File: src/rtl/servo_udar_ctrl.sv
// Multi-channel servo PWM generator with a byte-command parser and an
// ultrasonic ranger whose 16-bit result is returned as two bytes.
module servo_udar_ctrl #(
    parameter int SERVO_CH   = 2,
    parameter int PWM_PERIOD = 1000000,
    parameter int POS_UNIT   = 500,
    parameter int POS_MIN    = 50,
    parameter int POS_MAX    = 250,
    parameter int POS_RST    = 150,
    parameter int TRIG_LEN   = 500,
    parameter int ECHO_DIV   = 2900,
    parameter int ECHO_MAX   = 1900000,
    parameter int BYTE_TO    = 100000
) (
    input  logic                clk,
    input  logic                rst_i,
    input  logic [7:0]          rx_data,
    input  logic                rx_valid,
    output logic [7:0]          tx_data,
    output logic                tx_valid,
    input  logic                tx_busy,
    output logic [SERVO_CH-1:0] servo,
    output logic                trig,
    input  logic                cap_sig
);

    localparam int CNT_W   = (PWM_PERIOD > 1) ? $clog2(PWM_PERIOD) : 1;
    localparam int PROD_W  = 8 + $clog2(POS_UNIT + 1);
    localparam int CMP_W   = (CNT_W > PROD_W) ? CNT_W : PROD_W;
    localparam int TMR_MAX = (ECHO_MAX > TRIG_LEN) ? ECHO_MAX : TRIG_LEN;
    localparam int TMR_W   = $clog2(TMR_MAX + 1);
    localparam int TO_W    = $clog2(BYTE_TO + 1);
    localparam int DIV_W   = $clog2(ECHO_DIV + 1);

    localparam logic [7:0] P_MIN = 8'(POS_MIN);
    localparam logic [7:0] P_MAX = 8'(POS_MAX);
    localparam logic [7:0] P_RST = 8'(POS_RST);

    typedef enum logic [2:0] {
        IDLE, ARG, TRIG, WAIT_RISE, MEASURE, SEND_HI, SEND_LO
    } state_t;

    state_t             state, state_n;
    logic [CNT_W-1:0]   pwm_cnt;
    logic [7:0]         pos_sto [SERVO_CH];
    logic [7:0]         pos_act [SERVO_CH];
    logic [7:0]         pos_stg [SERVO_CH];
    logic [CMP_W-1:0]   thr     [SERVO_CH];
    logic [7:0]         cmd, chan;
    logic [4:0]         arg_idx;
    logic [TO_W-1:0]    to_cnt;
    logic [TMR_W-1:0]   tmr;
    logic [DIV_W-1:0]   presc;
    logic [15:0]        result;
    logic               sync1, sync2;

    logic echo, to_hit, idle_like, start_cmd, arg_acc, last_arg;
    logic trig_done, echo_to, range_to, tx_fire;

    function automatic logic [7:0] clamp_pos(input logic [7:0] p);
        if (p < P_MIN) return P_MIN;
        if (p > P_MAX) return P_MAX;
        return p;
    endfunction

    // 0xFFFF is reserved for "no echo", so a long echo stops one short of it
    function automatic logic [15:0] sat_inc(input logic [15:0] r);
        return (r >= 16'hFFFE) ? 16'hFFFE : r + 16'd1;
    endfunction

    assign echo      = sync2;
    assign to_hit    = (to_cnt >= TO_W'(BYTE_TO));
    // A stale partial command behaves exactly like IDLE, including for a byte that lands on the timeout
    assign idle_like = (state == IDLE) || ((state == ARG) && to_hit);
    assign start_cmd = idle_like && rx_valid && ((rx_data == 8'h03) || (rx_data == 8'h04));
    assign arg_acc   = (state == ARG) && !to_hit && rx_valid;
    assign last_arg  = (cmd == 8'h03) ? (arg_idx == 5'(SERVO_CH - 1)) : (arg_idx == 5'd1);
    assign trig_done = (tmr == TMR_W'(TRIG_LEN - 1));
    assign echo_to   = (tmr >= TMR_W'(ECHO_MAX - 1));
    assign range_to  = echo_to && ((state == WAIT_RISE) || ((state == MEASURE) && echo));

    always_comb begin
        for (int i = 0; i < SERVO_CH; i++) begin
            thr[i] = CMP_W'(pos_act[i]) * CMP_W'(POS_UNIT);
        end
    end

    always_comb begin
        state_n = state;
        tx_fire = 1'b0;
        case (state)
            IDLE, ARG: begin
                if (idle_like) begin
                    state_n = IDLE;
                    if (rx_valid) begin
                        case (rx_data)
                            8'h03, 8'h04: state_n = ARG;
                            8'h0C:        state_n = TRIG;
                            default:      state_n = IDLE;
                        endcase
                    end
                end else if (arg_acc && last_arg) begin
                    state_n = IDLE;
                end
            end
            TRIG:      if (trig_done) state_n = WAIT_RISE;
            WAIT_RISE: begin
                if (range_to)  state_n = SEND_HI;
                else if (echo) state_n = MEASURE;
            end
            MEASURE:   if (!echo || range_to) state_n = SEND_HI;
            SEND_HI: begin
                if (!tx_busy) begin
                    tx_fire = 1'b1;
                    state_n = SEND_LO;
                end
            end
            // tx_valid still high means the MSB went out last cycle: leave a gap
            SEND_LO: begin
                if (!tx_busy && !tx_valid) begin
                    tx_fire = 1'b1;
                    state_n = IDLE;
                end
            end
            default:   state_n = IDLE;
        endcase
    end

    always_ff @(posedge clk) begin
        if (rst_i) state <= IDLE;
        else       state <= state_n;
    end

    always_ff @(posedge clk) begin
        if (rst_i) begin
            pwm_cnt  <= '0;
            servo    <= '0;
            sync1    <= 1'b0;
            sync2    <= 1'b0;
            trig     <= 1'b0;
            tx_valid <= 1'b0;
            tx_data  <= 8'h00;
            to_cnt   <= '0;
            tmr      <= '0;
            for (int i = 0; i < SERVO_CH; i++) begin
                pos_sto[i] <= P_RST;
                pos_act[i] <= P_RST;
            end
        end else begin
            sync1 <= cap_sig;
            sync2 <= sync1;
            // New positions take effect only on the frame boundary
            if (pwm_cnt == CNT_W'(PWM_PERIOD - 1)) begin
                pwm_cnt <= '0;
                for (int i = 0; i < SERVO_CH; i++) pos_act[i] <= pos_sto[i];
            end else begin
                pwm_cnt <= pwm_cnt + 1'b1;
            end
            for (int i = 0; i < SERVO_CH; i++) begin
                servo[i] <= (CMP_W'(pwm_cnt) < thr[i]);
            end
            if (arg_acc && last_arg) begin
                for (int i = 0; i < SERVO_CH; i++) begin
                    if (cmd == 8'h03) begin
                        pos_sto[i] <= (i == SERVO_CH - 1) ? clamp_pos(rx_data) : pos_stg[i];
                    end else if (chan == 8'(i)) begin
                        pos_sto[i] <= clamp_pos(rx_data);
                    end
                end
            end
            trig     <= (state_n == TRIG);
            tx_valid <= tx_fire;
            if (tx_fire) tx_data <= (state == SEND_HI) ? result[15:8] : result[7:0];
            if (start_cmd || arg_acc) to_cnt <= '0;
            else if (!to_hit)         to_cnt <= to_cnt + 1'b1;
            // Restart on entering and on leaving TRIG; the echo timeout runs from trig falling
            if ((state == TRIG) != (state_n == TRIG)) tmr <= '0;
            else                                      tmr <= tmr + 1'b1;
        end
    end

    always_ff @(posedge clk) begin
        if (start_cmd) begin
            cmd     <= rx_data;
            arg_idx <= '0;
        end else if (arg_acc) begin
            arg_idx <= arg_idx + 1'b1;
            if (cmd == 8'h03) begin
                for (int i = 0; i < SERVO_CH; i++) begin
                    if (arg_idx == 5'(i)) pos_stg[i] <= clamp_pos(rx_data);
                end
            end else if (arg_idx == 5'd0) begin
                chan <= rx_data;
            end
        end
        if (state == TRIG) begin
            presc  <= '0;
            result <= '0;
        end else if (range_to) begin
            result <= 16'hFFFF;
        end else if (((state == WAIT_RISE) || (state == MEASURE)) && echo) begin
            if (presc == DIV_W'(ECHO_DIV - 1)) begin
                presc  <= '0;
                result <= sat_inc(result);
            end else begin
                presc <= presc + 1'b1;
            end
        end
    end

endmodule

File: config.mk
export PLATFORM = sky130hd
export DESIGN_NAME = servo_udar_ctrl
export DESIGN_NICKNAME = d
export VERILOG_FILES = /design/src/rtl/servo_udar_ctrl.sv
export SDC_FILE = /design/constraint.sdc
export NUM_CORES = 1
export LEC_CHECK = 0
export CAP_MARGIN = 20
export CORE_MARGIN = 4
export CORE_UTILIZATION = 46
export DETAILED_ROUTE_END_ITERATION = 10
export GPL_ROUTABILITY_DRIVEN = 0
export GPL_TIMING_DRIVEN = 1
export PLACE_DENSITY = 0.64
export SYNTH_ARGS = -nofsm -noshare
export SYNTH_HDL_FRONTEND = slang
export SYNTH_SLANG_ARGS = --single-unit
File: constraint.sdc
create_clock -name clk -period 4.9 [get_ports clk]
set_input_delay 1.225 -clock clk [delete_from_list [all_inputs] [get_ports clk]]
set_output_delay 1.225 -clock clk [all_outputs]
set_load 0.02 [all_outputs]
==> flow_summary.toml, run 1 <==
[outcome]
outcome = "finished clean"

[logic_synthesis]
syn-num-nets = 1263
synth-edff-count = 56
synth-seq-cells = 164
syn_area_mm2 = 0.0106
syn-instance-count = 1094
yosysSeqAreaShare = 0.364
yosysWarnings = 0
syn_avg_cell_area_um2 = 9.65
ys.flop_type = "dfxtp_1"
synthArstFlopShare = 0
ys_types = 69

[setup_path]
required_ns = 5.25
arrival_ns = 5.12
path_class = "reg2reg"
critPathMaxFanout = 4
critPathLaunchType = "register"
critPathCaptureType = "register"

[floorplanning]
dieHeight_um = 160
design.portCount = 25
fp.dieW_um = 160
die_area_mm2 = 0.0254
start_util = 0.466
core_mm2 = 0.0226
row_count = 55

[clock_network]
cts_hold_buffers = 0
clock-root-buffer = "clkbuf_16"
numCtsBuffers = 17
clk_latency_ns = 0.43
clock_path_buffers = 2
htree_levels = 4
clk_pin_slew_ns = 0.07
cts_tree = "yes"
cts_sinks = 164

[placement]
placed_area_mm2 = 0.0113
port_buffers = 24
dp_hpwl_mm = 15.3

[pwr]
leakage_nw = 4.95
power_density_mw_per_mm2 = 303
p_total_mw = 3.67
ir_drop_mv = 0.221

[grt]
grt_pass1_vias = 7498
gr-usage-all-layers = 0.164
antenna_found_initial = 0
grt-ovfl-total = 0
grt_max_degree = 37
grt_pass1_wl_mm = 35.5

[sta]
rsz0062_at_grt = "true"
worstMarginPinSlew_ns = 0.936
fin_tns_setup_ns = 0
whs_ns = 0.456
fin_skew_ns = 0.0141
hold_viol = 0
min_period_ns = 4.77
setup_viol = 0
relSlewSlack = 0.375
final-max-slew-violation-count = 0
fin_crit_sh = 0.973
max_freq_mhz = 210

[finish]
finalInstanceArea_mm2 = 0.0121
mostFrequentLayoutCell = "nor2_1"
diodes = 0
syn_to_final_growth_pct = 14.5
final_cell_mix = "126 x nor2_1, 108 x ha_1, 108 x dfxtp_1"
drive_gt1_frac = 0.100
post-route-util = 0.534
num-nets-final = 1315

[detailed_routing]
antenna_left = 0
dr.pass1.iters = 6
wl_per_cell_um = 14.3
first_iter_violations = 367
vias_per_cell = 5.31
routed-via-count = 7668
drc = 0
routed_wl_mm = 20.7

[worst_hold_path]
hold_path.class = "reg2reg"

[job]
drv_cap = 0
[flip-flops by register name (all words and copies together), names as in the netlist, 12 cells and up]
name     count
result      16
tmr         21
to_cnt      17
pwm_cnt     20
pos_act     16
pos_sto     16
presc       12
[critical path: stages (launching register included)]
cell      delay, ns
edfxtp_1       0.47
fa_2           0.64
xor2_1         0.16
ha_1           0.26
fa_1           0.48
inv_1          0.05
fa_1           0.48
inv_2          0.05
ha_4           0.26
o211ai_1       0.13
a21oi_2        0.20
a41o_1         0.20
nor2_1         0.06
xor2_1         0.14
ha_1           0.31
a211o_1        0.29
nor3_2         0.20
o311ai_2       0.12
a41oi_1        0.19
[synth_stat cells (18+ instances only)]
library cell    n  area share
nand3_1        35       0.017
nor3_1         23       0.011
fa_1           42       0.080
o21ai_0        18      0.0085
xor2_1         45       0.037
dfxtp_1       108        0.20
nand2_1        60       0.021
xnor2_1        51       0.042
and3_1         21       0.012
nand4_1        27       0.016
nor2_1        129       0.046
inv_1          99       0.035
ha_1          114        0.14
a21oi_1        48       0.023
clkbuf_1       18      0.0064
and2_1         18       0.011
edfxtp_1       56        0.16
[final cells by class]
class / count / area (µm²)
multi-input cells: 807 / 6400
repair buffers: 57 / 492
clock buffers: 17 / 425
flip-flops and latches: 164 / 3840
inverters: 99 / 372
fillers: 2016 / 10500
well taps: 285 / 357
clock inverters: 15 / 206
[cell families (layout without fill, tap and decap cells)]
logic type               after synthesis  count (layout)  synth area share
AND/OR/NAND/NOR                      391             391             0.188
flip-flops                           164             164             0.364
adder cells (fa/ha/maj)              156             156             0.215
AO/OA/AOI/OAI                        154             154             0.100
buffers and inverters                123             188            0.0442
XOR/XNOR                              96              96            0.0796
multiplexers                          10              10           0.00960
[stage by stage]
step,worst slack (ns),cells
after global placement,0.0161,1404
after CTS,0.00993,1436
after detailed placement,-0.0963,1404
after floorplan,0.0644,1094
after global routing,-0.120,1444
final,0.131,1444
[path summary, 6_finish.rpt]
kind	slack (ns)	end	start	depth (start not counted)
hold / removal	0.46	echo	sync1	1
setup / recovery	0.13	servo[0]	pos_act[0][2]	18
hold reg to reg	0.46	echo	sync1	1
setup reg to reg	0.13	servo[0]	pos_act[0][2]	18
[power by group]
| part | switching [mW] | internal [mW] | total (mW) |
|---|---|---|---|
| clock | 0.631 | 0.805 | 1.44 |
| combinational | 0.409 | 0.383 | 0.792 |
| sequential | 0.0165 | 1.42 | 1.44 |
| total | 1.06 | 2.61 | 3.67 |
[what timing repair did]
item                       CTS  global route
resized for setup            7            26
pin swaps                    4            37
setup endpoints to repair    2             2
gates cloned                 0             0
setup buffers                0             8
[per-layer routing]
metal | vias up | routed length (µm) | track usage
li1 | 3919 | - | -
met1 | 3627 | 10100 | 0.223
met2 | 103 | 9710 | 0.273
met3 | 19 | 594 | 0.0305
met4 | 0 | 273 | 0.0391
met5 | - | 0 | 0
Power figures use the tool's default switching activity.
==> run 2, diff against run 1 <==
Settings changed: CTS_CLUSTER_SIZE set to 25, SETUP_SLACK_MARGIN set to 0.3, SLEW_MARGIN set to 20.
==> run 2 against run 1 <==
  * The run now ends with setup timing left
  * First-iteration DRC count shrank 24%
  * Maximum frequency decreased by 3.2%
  * Flip-flop and latch count is the same
  * Cell count fell by 0.21%
  * Via count up 0.37%
  * Combinational power is 2.9% higher
  * Cell area is 0.27% lower
  * Wire length fell by 0.77%
  * Non-clock buffer count shrank 3
  * Worst hold slack worse by 0.017 ns
  * Total power is 0.75% lower
  * Die area is the same
  * Critical path type unchanged
  * Highest routed layer unchanged
==> flow_summary.toml, run 2 (synthesized netlist as in run 1, its figures left out) <==
[finish]
syn_to_final_growth_pct = 14.2
diodes = 0
final_cell_mix = "126 x nor2_1, 109 x ha_1, 108 x dfxtp_1"
mostFrequentLayoutCell = "nor2_1"
finalInstanceArea_mm2 = 0.0121
top_regs = "tmr: 21 flops, pwm_cnt: 20 flops, to_cnt: 17 flops"
drive_gt1_frac = 0.0960
multi_input_area_mm2 = 0.00641
largest_reg_flops = 21
num-nets-final = 1312
nFillCells = 2040
post-route-util = 0.533
register_area_mm2 = 0.00384
regMostFlops = "tmr"

[setup_path]
max_stage_delay_ns = 0.55
arrival_ns = 5.23
r2r_start = "pos_act[0][9]"
crit_cells = 19
path_class = "reg2reg"
critPathMaxFanout = 5
cp_cell_sequence = "buf_4 -> fa_1 -> inv_1 -> fa_1 -> fa_1 -> fa_1 -> inv_1 -> ha_4 -> o21a_1 -> nor2_2 -> o31ai_2 -> buf_4 -> buf_4 -> buf_4 -> o41ai_2 -> xnor2_1 -> ha_1 -> nor4bb_2 -> a21oi_1"
reg2reg_depth = 19
crit_buf_inv = 6
crit_slowest_cell = "fa_1"
critPathLaunchType = "register"
crit_family = "adder cells"
required_ns = 5.21
timing.critical_path.from = "pos_act[0][9]"
critPathCaptureType = "register"

[detailed_routing]
drc = 0
vias_per_cell = 5.34
antenna_left = 0
first_iter_violations = 280
wl_per_cell_um = 14.3
dr.pass1.iters = 5
routed-via-count = 7696
routed_wl_mm = 20.5

[grt]
use_met3 = 0.0246
gr-usage-all-layers = 0.162
grt_util_met1 = 0.222
grt_max_degree = 37
grt-ovfl-total = 0
top_usage_layer = "met2"
grt_pass1_vias = 7444
grt_pass1_wl_mm = 35.2
grtUsageMet2 = 0.272
antenna_found_initial = 0

[clock_network]
clk_pin_slew_ns = 0.08
clk_latency_ns = 0.44
htree_levels = 4
clock_path_buffers = 2
numCtsBuffers = 17
cts_sinks = 164
cts_hold_buffers = 0
clock-root-buffer = "clkbuf_16"
cts_tree = "yes"

[worst_hold_path]
hold_path.class = "reg2reg"
worstHoldStart = "sync1"
min_path_cells = 1

[sta]
worst_slack_ns = -0.0259
max_freq_mhz = 203
final-max-slew-violation-count = 0
fin_skew_ns = 0.0177
worstMarginPinSlew_ns = 0.935
min_period_ns = 4.93
whs_ns = 0.439
rsz0062_at_grt = "true"
fin_crit_sh = 1.01
setup_viol = 1
hold_viol = 0
relSlewSlack = 0.376
fin_tns_setup_ns = -0.0259

[floorplanning]
core_mm2 = 0.0226
die_area_mm2 = 0.0254
design.portCount = 25
start_util = 0.466
row_count = 55
fp.dieW_um = 160
dieHeight_um = 160

[outcome]
outcome = "complete, but fails checks"
violations = "setup timing"

[pwr]
power_frac_clock = 0.381
p_int_mw = 2.52
ir_drop_mv = 0.210
p_switching_mw = 1.11
p_seq_frac = 0.395
p_comb_frac = 0.224
switching_share = 0.306
power_density_mw_per_mm2 = 302
leakage_nw = 4.93

[job]
drv_cap = 0

[placement]
dp_hpwl_mm = 15.2
place_ws_ns = -0.117
port_buffers = 24
placed_area_mm2 = 0.0112
==> run 2: cell types whose count changed in the layout (fill, tap and decap cells not counted), moves of 2 or more <==
cell | before | now
inv_8 | 3 | 5
inv_12 | 0 | 4
inv_1 | 92 | 95
buf_4 | 32 | 30
inv_2 | 7 | 4
bufinv_16 | 2 | 0
==> run 2: per-layer routing <==
layer	up-vias	wire, µm
met5	-	0
met3	18	577
met4	0	210
met2	114	9740
li1	3905	-
met1	3659	10000
==> run 2: cell type report <==
class / instances / area share
repair buffers: 54 / 0.0386
inverters: 99 / 0.0308
flip-flops and latches: 164 / 0.319
well taps: 285 / 0.0296
clock buffers: 17 / 0.0353
clock inverters: 15 / 0.0155
multi-input cells: 807 / 0.532
==> run 2: worst paths after layout <==
path	slack (ns)	endpoint
worst max-delay path	-0.03	servo[1]
worst min-delay path	0.44	echo
worst max register to register	-0.03	servo[1]
worst min register to register	0.44	echo
==> run 2: what timing repair did <==
action / CTS / global route
pin swaps: 17 / 19
buffers inserted: 7 / 8
gates resized for setup: 6 / 16
cloned: 0 / 0
setup endpoints to repair: 2 / 2
==> run 2: worst reg2reg max path, cell delays in order, from the launching register on <==
cell and delay [ns]:
edfxtp_1 0.48, buf_4 0.18, fa_1 0.49, inv_1 0.05
fa_1 0.55, fa_1 0.45, fa_1 0.55, inv_1 0.06
ha_4 0.25, o21a_1 0.18, nor2_2 0.12, o31ai_2 0.08
buf_4 0.14, buf_4 0.12, buf_4 0.12, o41ai_2 0.23
xnor2_1 0.14, ha_1 0.31, nor4bb_2 0.22, a21oi_1 0.10
==> run 2: per-stage QoR <==
step / cells / power [mW]
2_1_floorplan: 1094 / 2.04
3_3_place_gp: 1394 / 2.18
3_5_place_dp: 1394 / 2.19
4_1_cts: 1433 / 3.60
5_1_grt: 1441 / 3.84
6_report: 1441 / 3.64
==> run 2: power by group through the flow <==
stage / Sequential (mW) / Clock [mW] / Combinational [mW]
floorplan: 1.47 / 0 / 0.570
global placement: 1.47 / 0 / 0.708
detailed placement: 1.47 / 0 / 0.724
CTS: 1.44 / 1.41 / 0.752
global route: 1.44 / 1.47 / 0.928
finish: 1.44 / 1.39 / 0.815
